===== src/rtl/ksa_scheduler.sv =====
// RC4 key-scheduling stage: permutes S[0..255] in the shared single-port RAM using the latched key.
// Optional KSA_SKIP_SELF_SWAP_EN: iterations with i==j skip both write cycles.
module ksa_scheduler #(
  parameter int KEYLEN = 3
) (
  input  logic                  clk,
  input  logic                  rst_n,
  input  logic                  en,
  output logic                  rdy,
  input  logic [8*KEYLEN-1:0]   key,
  output logic [7:0]            addr,
  input  logic [7:0]            rddata,
  output logic [7:0]            wrdata,
  output logic                  wren
);

  localparam int KW = (KEYLEN > 1) ? $clog2(KEYLEN) : 1;

  typedef enum logic [2:0] {IDLE, RD_I, LD_I, RD_J, LD_J, WR_I, WR_J} state_t;

  state_t              state, state_d;
  logic [7:0]          i, i_d, j, j_d, si, si_d;
  logic [7:0]          addr_d, wrdata_d, kb;
  logic                wren_d, step;
  logic [KW-1:0]       kidx, kidx_d;
  logic [8*KEYLEN-1:0] key_q, key_d;

  assign rdy = (state == IDLE);

  // Key byte 0 is the most-significant byte of the latched key.
  always_comb begin
    kb = '0;
    for (int unsigned k = 0; k < KEYLEN; k++)
      if (kidx == KW'(k)) kb = key_q[8*(KEYLEN-1-k) +: 8];
  end

  // addr/wrdata/wren are registered: each state computes the value the next state presents.
  always_comb begin
    state_d  = state;
    i_d      = i;
    j_d      = j;
    si_d     = si;
    kidx_d   = kidx;
    key_d    = key_q;
    addr_d   = addr;
    wrdata_d = wrdata;
    wren_d   = 1'b0;
    step     = 1'b0;
    case (state)
      IDLE: if (en) begin
        key_d   = key;
        i_d     = '0;
        j_d     = '0;
        kidx_d  = '0;
        addr_d  = '0;
        state_d = RD_I;
      end
      RD_I: state_d = LD_I;
      LD_I: begin
        si_d    = rddata;
        j_d     = j + rddata + kb;
        addr_d  = j_d;
        state_d = RD_J;
      end
      RD_J: state_d = LD_J;
      LD_J: begin
`ifdef KSA_SKIP_SELF_SWAP_EN
        if (j == i) step = 1'b1;
        else
`endif
        begin
          addr_d   = i;
          wrdata_d = rddata;
          wren_d   = 1'b1;
          state_d  = WR_I;
        end
      end
      WR_I: begin
        addr_d   = j;
        wrdata_d = si;
        wren_d   = 1'b1;
        state_d  = WR_J;
      end
      WR_J: step = 1'b1;
      default: state_d = IDLE;
    endcase
    if (step) begin
      if (i == 8'hff) begin
        state_d = IDLE;
      end else begin
        i_d     = i + 8'd1;
        kidx_d  = (kidx == KW'(KEYLEN-1)) ? '0 : kidx + 1'b1;
        addr_d  = i + 8'd1;
        state_d = RD_I;
      end
    end
  end

  always_ff @(posedge clk or negedge rst_n) begin
    if (!rst_n) begin
      state  <= IDLE;
      i      <= '0;
      j      <= '0;
      si     <= '0;
      kidx   <= '0;
      key_q  <= '0;
      addr   <= '0;
      wrdata <= '0;
      wren   <= 1'b0;
    end else begin
      state  <= state_d;
      i      <= i_d;
      j      <= j_d;
      si     <= si_d;
      kidx   <= kidx_d;
      key_q  <= key_d;
      addr   <= addr_d;
      wrdata <= wrdata_d;
      wren   <= wren_d;
    end
  end

endmodule


===== config.mk =====
export PLATFORM = sky130hd
export DESIGN_NAME = ksa_scheduler
export DESIGN_NICKNAME = d
export VERILOG_FILES = /design/src/rtl/ksa_scheduler.sv
export SDC_FILE = /design/constraint.sdc
export NUM_CORES = 1
export LEC_CHECK = 0
export ABC_AREA = 1
export CAP_MARGIN = 40
export CORE_UTILIZATION = 50
export DETAILED_ROUTE_END_ITERATION = 12
export PLACE_DENSITY = 0.85
export SYNTH_ARGS = -nofsm -noshare
export SYNTH_HDL_FRONTEND = slang
export SYNTH_SLANG_ARGS = --single-unit

===== constraint.sdc =====
create_clock -name clk -period 3.95 [get_ports clk]
set_input_delay 0.5925 -clock clk [delete_from_list [all_inputs] [get_ports clk]]
set_output_delay 0.5925 -clock clk [all_outputs]
set_load 0.02 [all_outputs]

Yosys cells after proc, flatten, opt, wreduce, memory -nomap -nowiden
Cells that the tools add are included.
{"block": "word_totals", "ff_bits": 70, "latch_bits": 0, "ramBits": 0, "mem_bits_ro": 0, "in_bits": 35, "out_inout_bits": 18, "wordCells": 58, "n_memories": 0}
{"block": "classes", "n_addsub": 4, "multipliers": 0, "div_mod_pow": 0, "order_cmp": 0, "eq_ne": 12, "shift": 0, "mux": 25, "bitwise_logic": 0, "n_reduce_logical": 8}
{"cell": "2-to-1 mux 8 bit", "count": 11}
{"cell": "case mux 8 bit (2 select lines)", "count": 2}
{"cell": "case mux 8 bit (4 select lines)", "count": 1}
{"cell": "case mux 3 bit (7 select lines)", "count": 1}
{"cell": "adder 8 bit", "count": 2}
{"cell": "2-to-1 mux 2 bit", "count": 5}
{"cell": "== test 3 bit (second input constant)", "count": 3}
{"cell": "adder 8 x 1 -> 8 bit (second input constant)", "count": 1}
{"cell": "== test 8 bit (second input constant)", "count": 1}
{"cell": "== test 3 x 2 -> 1 bit (second input constant)", "count": 2}
{"cell": "2-to-1 mux 3 bit", "count": 2}
{"cell": "AND reduction 2 bit", "count": 3}
{"cell": "inequality test 2 bit (second input constant)", "count": 2}
{"cell": "nonzero test 2 bit", "count": 2}
{"cell": "== test 3 x 1 -> 1 bit (second input constant)", "count": 1}
{"cell": "zero test 3 bit", "count": 1}
{"cell": "2-to-1 mux 1 bit", "count": 3}
{"cell": "inequality test 3 x 2 -> 1 bit (second input constant)", "count": 1}
{"cell": "adder 2 x 1 -> 2 bit (second input constant)", "count": 1}
{"cell": "== test 2 x 1 -> 1 bit (second input constant)", "count": 1}
{"cell": "== test 2 bit (second input constant)", "count": 1}
{"cell": "zero test 2 bit", "count": 1}
{"cell": "OR reduction 2 bit", "count": 1}

Logic depth before layout (Yosys ltp)
{"block": "logic_depth", "word_depth": 8, "mapped_depth": 18, "ltp_nobuf": 18}

Worst setup path before layout
No wires, ideal clock.
{"block": "synth_timing", "kind": "register to register", "start": "register kidx[1]", "end": "register addr[5]", "setup_time_ns": 0.117, "arrival_ns": 2.373, "required_ns": 3.833, "slack_ns": 1.460, "path_stages_with_launch": 15, "period_less_slack_ns": 2.490, "cell_sequence": "dfrtp_1 -> inv_1 -> nor2_1 -> nand2_1 -> nand3_1 -> fa_1 -> ha_1 -> inv_1 -> fa_1 -> o21ai_0 -> a21oi_1 -> o21ai_0 -> nand3b_1 -> nand2_1 -> nand2_1"}
{"block": "synth_via", "elab_chain_cells": 8, "word_cells_on_any_way": 10, "classes_between": "1 x add/sub; 2 x eq/ne; 6 x mux; 1 x reduce/logical"}
{"element": "from (decl)", "line_no": "25", "rtl": "logic [KW-1:0] kidx, kidx_d;"}
{"element": "from (signal assigned)", "line_no": "115", "rtl": "kidx <= kidx_d;"}
{"element": "zero test 2 bit", "line_no": "34", "rtl": "if (kidx == KW'(k)) kb = key_q[8*(KEYLEN-1-k) +: 8];"}
{"element": "2-to-1 mux 8 bit (2 in a row)", "line_no": "34"}
{"element": "2-to-1 mux 8 bit *", "line_no": "34"}
{"element": "adder 8 bit *", "line_no": "61", "rtl": "j_d = j + rddata + kb;"}
{"element": "case mux 8 bit (4 select lines) *", "line_no": "49", "rtl": "case (state)"}
{"element": "2-to-1 mux 8 bit", "line_no": "88", "rtl": "if (i == 8'hff) begin"}
{"element": "2-to-1 mux 8 bit *", "line_no": "87", "rtl": "if (step) begin"}
{"element": "via addr_d[5]", "line_no": "23", "rtl": "logic [7:0] addr_d, wrdata_d, kb;"}
{"element": "to (signal assigned)", "line_no": "117", "rtl": "addr <= addr_d;"}
{"element": "to (decl)", "line_no": "11", "rtl": "output logic [7:0] addr,"}
The timed path passes the listed nets; every way through them passes the cells marked *.
A chain may end at the register's enable or synchronous reset.

Worst setup path after layout
{"block": "layout_timing", "start": "register kidx[1]", "end": "register addr[7]"}
Same word-level chain as after synthesis.

==> run metrics <==
Setup Crit Path Kind=flip-flop to flip-flop; area of the die=0.007633 sq mm; Max Slew Vio Count=0; synth-to-layout area growth=21.81%; total non-filler cell area in the finished layout=0.004438 sq mm; number of antenna violations at the first check in global routing=0; DP Wirelength=6.218 mm; cell area after synthesis=0.003643 sq mm; Reg clk slew, reported paths=70 ps; count of inserted antenna diode cells=0; input/output buffers=52; final setup slack of the worst path=1103 ps; path class of the lowest-slack min-delay path=primary input to asynchronous set/reset pin; source of the worst register-to-register timing path=kidx[1]$_DFF_PN0_; CTS-repair resized insts=0; chip height=87.37 microns; Post-CTS Setup Repair Bufs=0; shortest period the worst path allows=2847 ps; Clock Tree Buf Depth=2; PnR Total Power=3.938 mW; Final Hold Vio Count=0; Worst Reg2Reg Path Length in Cells=16; grt ovf=0; Crit path buffers/inverters=3; number of nets produced by synthesis=497; count of vias placed by the detailed router=3163; PwrDens=887.2 mW/mm^2; worst clock skew on the final layout=7.348 ps; routability-driven placement congestion ratio=0.9679; Critical Path Start=kidx[1]$_DFF_PN0_; post-synthesis average cell area=8.151 sq um; dpl cells=588; hold bufs inserted after CTS=0; dominant synthesized flop cell=sky130_fd_sc_hd__dfrtp_1; Initial Utilization=52.75%; DRC violations left=0; via density per instance=5.237; DP Area=0.004270 sq mm; maximum number of pins on one net before global-route repair=30; clock latency on the worst-skew pair=350 ps; max-capacitance violation count=0; number of warnings printed during yosys synthesis=0; I/O pin total=53; highest-delay cell along the critical path=sky130_fd_sc_hd__fa_1; transition time at the pin with the least slew margin=852.8 ps; number of distinct standard cells referenced by the synthesized netlist=33; Post-Synthesis Cells=447; setup TNS=0 ps; arrival time at the worst endpoint=3090 ps; synthesis-stage register bit count=70; post-synthesis sequential area ratio=48.08%; Non-Filler Instances=604; vias in the first global route=3151; die width=87.37 microns; maximum clock frequency=351.2 MHz; r2r setup slk=1100 ps; count of flip-flops with a built-in enable after synthesis=0; max-slew headroom at the worst pin=43.01%; capture point of the worst reg-to-reg path=addr[7]$_DFF_PN0_; required arrival time at the worst endpoint=4190 ps; Worst path max stage delay=470 ps; run status=complete, no violations; ordered cell list for the critical path=nor2_1 > inv_1 > o21ai_0 > fa_1 > inv_1 > ha_1 > nand2_1 > inv_1 > nand2_1 > nand2_1 > nor2_1 > nand3_1 > nand3_1 > nand2_1 > nand2_1 > nand2_1; number of detailed-route iterations in the first pass=4; Critical Path Start Type=flip-flop; total number of clock tree sinks=70; worst slack at placement=880.1 ps; root buf cell=sky130_fd_sc_hd__clkbuf_8; H-tree Lvls=3; starting DRC count in detailed routing=209; Max FO, Critical Path=8; row count=30; biggest area consumer among synthesized cells=sky130_fd_sc_hd__dfrtp_1; leakage power of the design=2.217 nW; first-pass GRT wire length=14.21 mm; Max VDD drop=347.4 uV; post-detailed-routing wire length=8.389 mm; Setup crit end=addr[7]$_DFF_PN0_; Tcrit/Tclk final=72.09%; Final nets=553; clock buffer count from CTS=9; most frequent cell on the critical path=sky130_fd_sc_hd__nand2_1; global-route usage over all layers=24.83%; final number of setup-violating endpoints=0; CTS tree=built; routed length per placed instance=13.89 microns; share of final-layout standard cells stronger than drive strength 1=6.496%; Top Family by Delay on Critical Path=simple AND/OR/NAND/NOR gates; element type at the critical path end=flip-flop; count of nets left with antenna violations after detail routing=0; Std-Cell Core Area=0.006907 sq mm; async set or reset register ratio after synthesis=100.0%; unrepaired setup endpoints after global routing=no; cells taking the most area after synthesis=sky130_fd_sc_hd__dfrtp_1, sky130_fd_sc_hd__nand2_1, sky130_fd_sc_hd__inv_1; share of the synthesized area in the top cell type=48.08%; stages on the worst setup path=16
-- worst min path at each step --
stage / end / slack [ps] / depth (start not counted)
3_5_place_dp: key_q[21]$_DFFE_PN0P_ / 470 / 2
5_1_grt: wrdata[6]$_DFFE_PN0N_ / 230 / 1
6_report: wrdata[6]$_DFFE_PN0N_ / 210 / 1
3_3_place_gp: key_q[1]$_DFFE_PN0P_ / 450 / 2
2_1_floorplan: addr[0]$_DFF_PN0_ / 300 / 0
4_1_cts: wrdata[6]$_DFFE_PN0N_ / 210 / 1
-- sequential cells by signal, indices dropped and copies added, names as in the netlist --
register,count
kidx,2
key_q,24
addr,8
j,8
wrdata,8
si,8
wren,1
i,8
state,3
-- layer usage --
metal | global-route usage (%) | up-vias | routed length [microns] | share of wire (%)
met4 | 11.03 | 0 | 150 | 1.8
met1 | 30.72 | 1484 | 3580 | 43
met5 | 0 | - | 0 | 0
met2 | 40.34 | 108 | 4163 | 50
met3 | 7.299 | 15 | 495 | 5.9
li1 | - | 1556 | - | -
-- final cells by class --
| class | instances | area, sq um |
|---|---|---|
| sequential | 70 | 1752 |
| fill | 624 | 2469 |
| multi-input combinational | 310 | 1630 |
| tap | 96 | 120.1 |
| clock buffer | 12 | 145.1 |
| clock inverter | 4 | 22.52 |
| inverter | 58 | 217.7 |
| timing repair buffer | 54 | 550.5 |
-- metrics by stage --
| stage | hold slack, ps | util, % |
|---|---|---|
| 2_1_floorplan | 296.9 | - |
| 3_3_place_gp | 454.2 | 61.43 |
| 3_5_place_dp | 466.5 | 61.83 |
| 4_1_cts | 213.9 | 64.26 |
| 5_1_grt | 231.3 | 64.26 |
| 6_report | 212.2 | 64.26 |
-- cells in the mapped netlist, types with 2 or more instances --
master,instances
sky130_fd_sc_hd__o21ai_1,8
sky130_fd_sc_hd__nor3_1,3
sky130_fd_sc_hd__nand2_2,3
sky130_fd_sc_hd__nor2_4,3
sky130_fd_sc_hd__o22ai_1,10
sky130_fd_sc_hd__inv_2,3
sky130_fd_sc_hd__a22oi_1,2
sky130_fd_sc_hd__nand2_4,2
sky130_fd_sc_hd__inv_1,55
sky130_fd_sc_hd__nand2_1,156
sky130_fd_sc_hd__clkbuf_1,3
sky130_fd_sc_hd__nand3b_1,2
sky130_fd_sc_hd__fa_1,8
sky130_fd_sc_hd__o21ai_0,27
sky130_fd_sc_hd__nor2_1,19
sky130_fd_sc_hd__buf_2,5
sky130_fd_sc_hd__nand3_1,30
sky130_fd_sc_hd__nand4_1,2
sky130_fd_sc_hd__a211oi_1,4
sky130_fd_sc_hd__o211ai_1,8
sky130_fd_sc_hd__ha_1,7
sky130_fd_sc_hd__a21oi_1,7
sky130_fd_sc_hd__dfrtp_1,70
-- logic make-up after synthesis --
group	share of synthesized area [%]
AO/OA/AOI/OAI	11.78
adder cells (fa/ha/maj)	6.799
buffers and inverters	7.177
flip-flops	48.08
AND/OR/NAND/NOR	26.17
-- cells in the final DEF (no fill, tap or decap), types with 2 or more instances in the layout --
master                            synthesis  routed
sky130_fd_sc_hd__nand2_1                156     156
sky130_fd_sc_hd__clkdlybuf4s50_1          0      51
sky130_fd_sc_hd__o22ai_1                 10      10
sky130_fd_sc_hd__nand3_1                 30      30
sky130_fd_sc_hd__a211oi_1                 4       4
sky130_fd_sc_hd__nand2_2                  3       3
sky130_fd_sc_hd__inv_1                   55      55
sky130_fd_sc_hd__nand2_4                  2       2
sky130_fd_sc_hd__clkbuf_8                 0      10
sky130_fd_sc_hd__dfrtp_1                 70      70
sky130_fd_sc_hd__o21ai_1                  8       8
sky130_fd_sc_hd__nor2_4                   3       3
sky130_fd_sc_hd__inv_2                    3       3
sky130_fd_sc_hd__nor2_1                  19      19
sky130_fd_sc_hd__nand3b_1                 2       2
sky130_fd_sc_hd__nor3_1                   3       3
sky130_fd_sc_hd__ha_1                     7       7
sky130_fd_sc_hd__a21oi_1                  7       7
sky130_fd_sc_hd__nand4_1                  2       2
sky130_fd_sc_hd__clkbuf_1                 3       2
sky130_fd_sc_hd__o211ai_1                 8       8
sky130_fd_sc_hd__a22oi_1                  2       2
sky130_fd_sc_hd__fa_1                     8       8
sky130_fd_sc_hd__clkinv_2                 0       3
sky130_fd_sc_hd__o21ai_0                 27      27
-- report_power, final --
| group | internal (mW) | leakage (nW) | switching [mW] | total, mW |
|---|---|---|---|---|
| clock network | 0.242 | 0.0861 | 0.265 | 0.507 |
| logic | 0.813 | 1.25 | 1.31 | 2.12 |
| registers | 1.06 | 0.882 | 0.252 | 1.31 |
| total | 2.12 | 2.22 | 1.82 | 3.94 |
(Power assumes the default switching activity.)
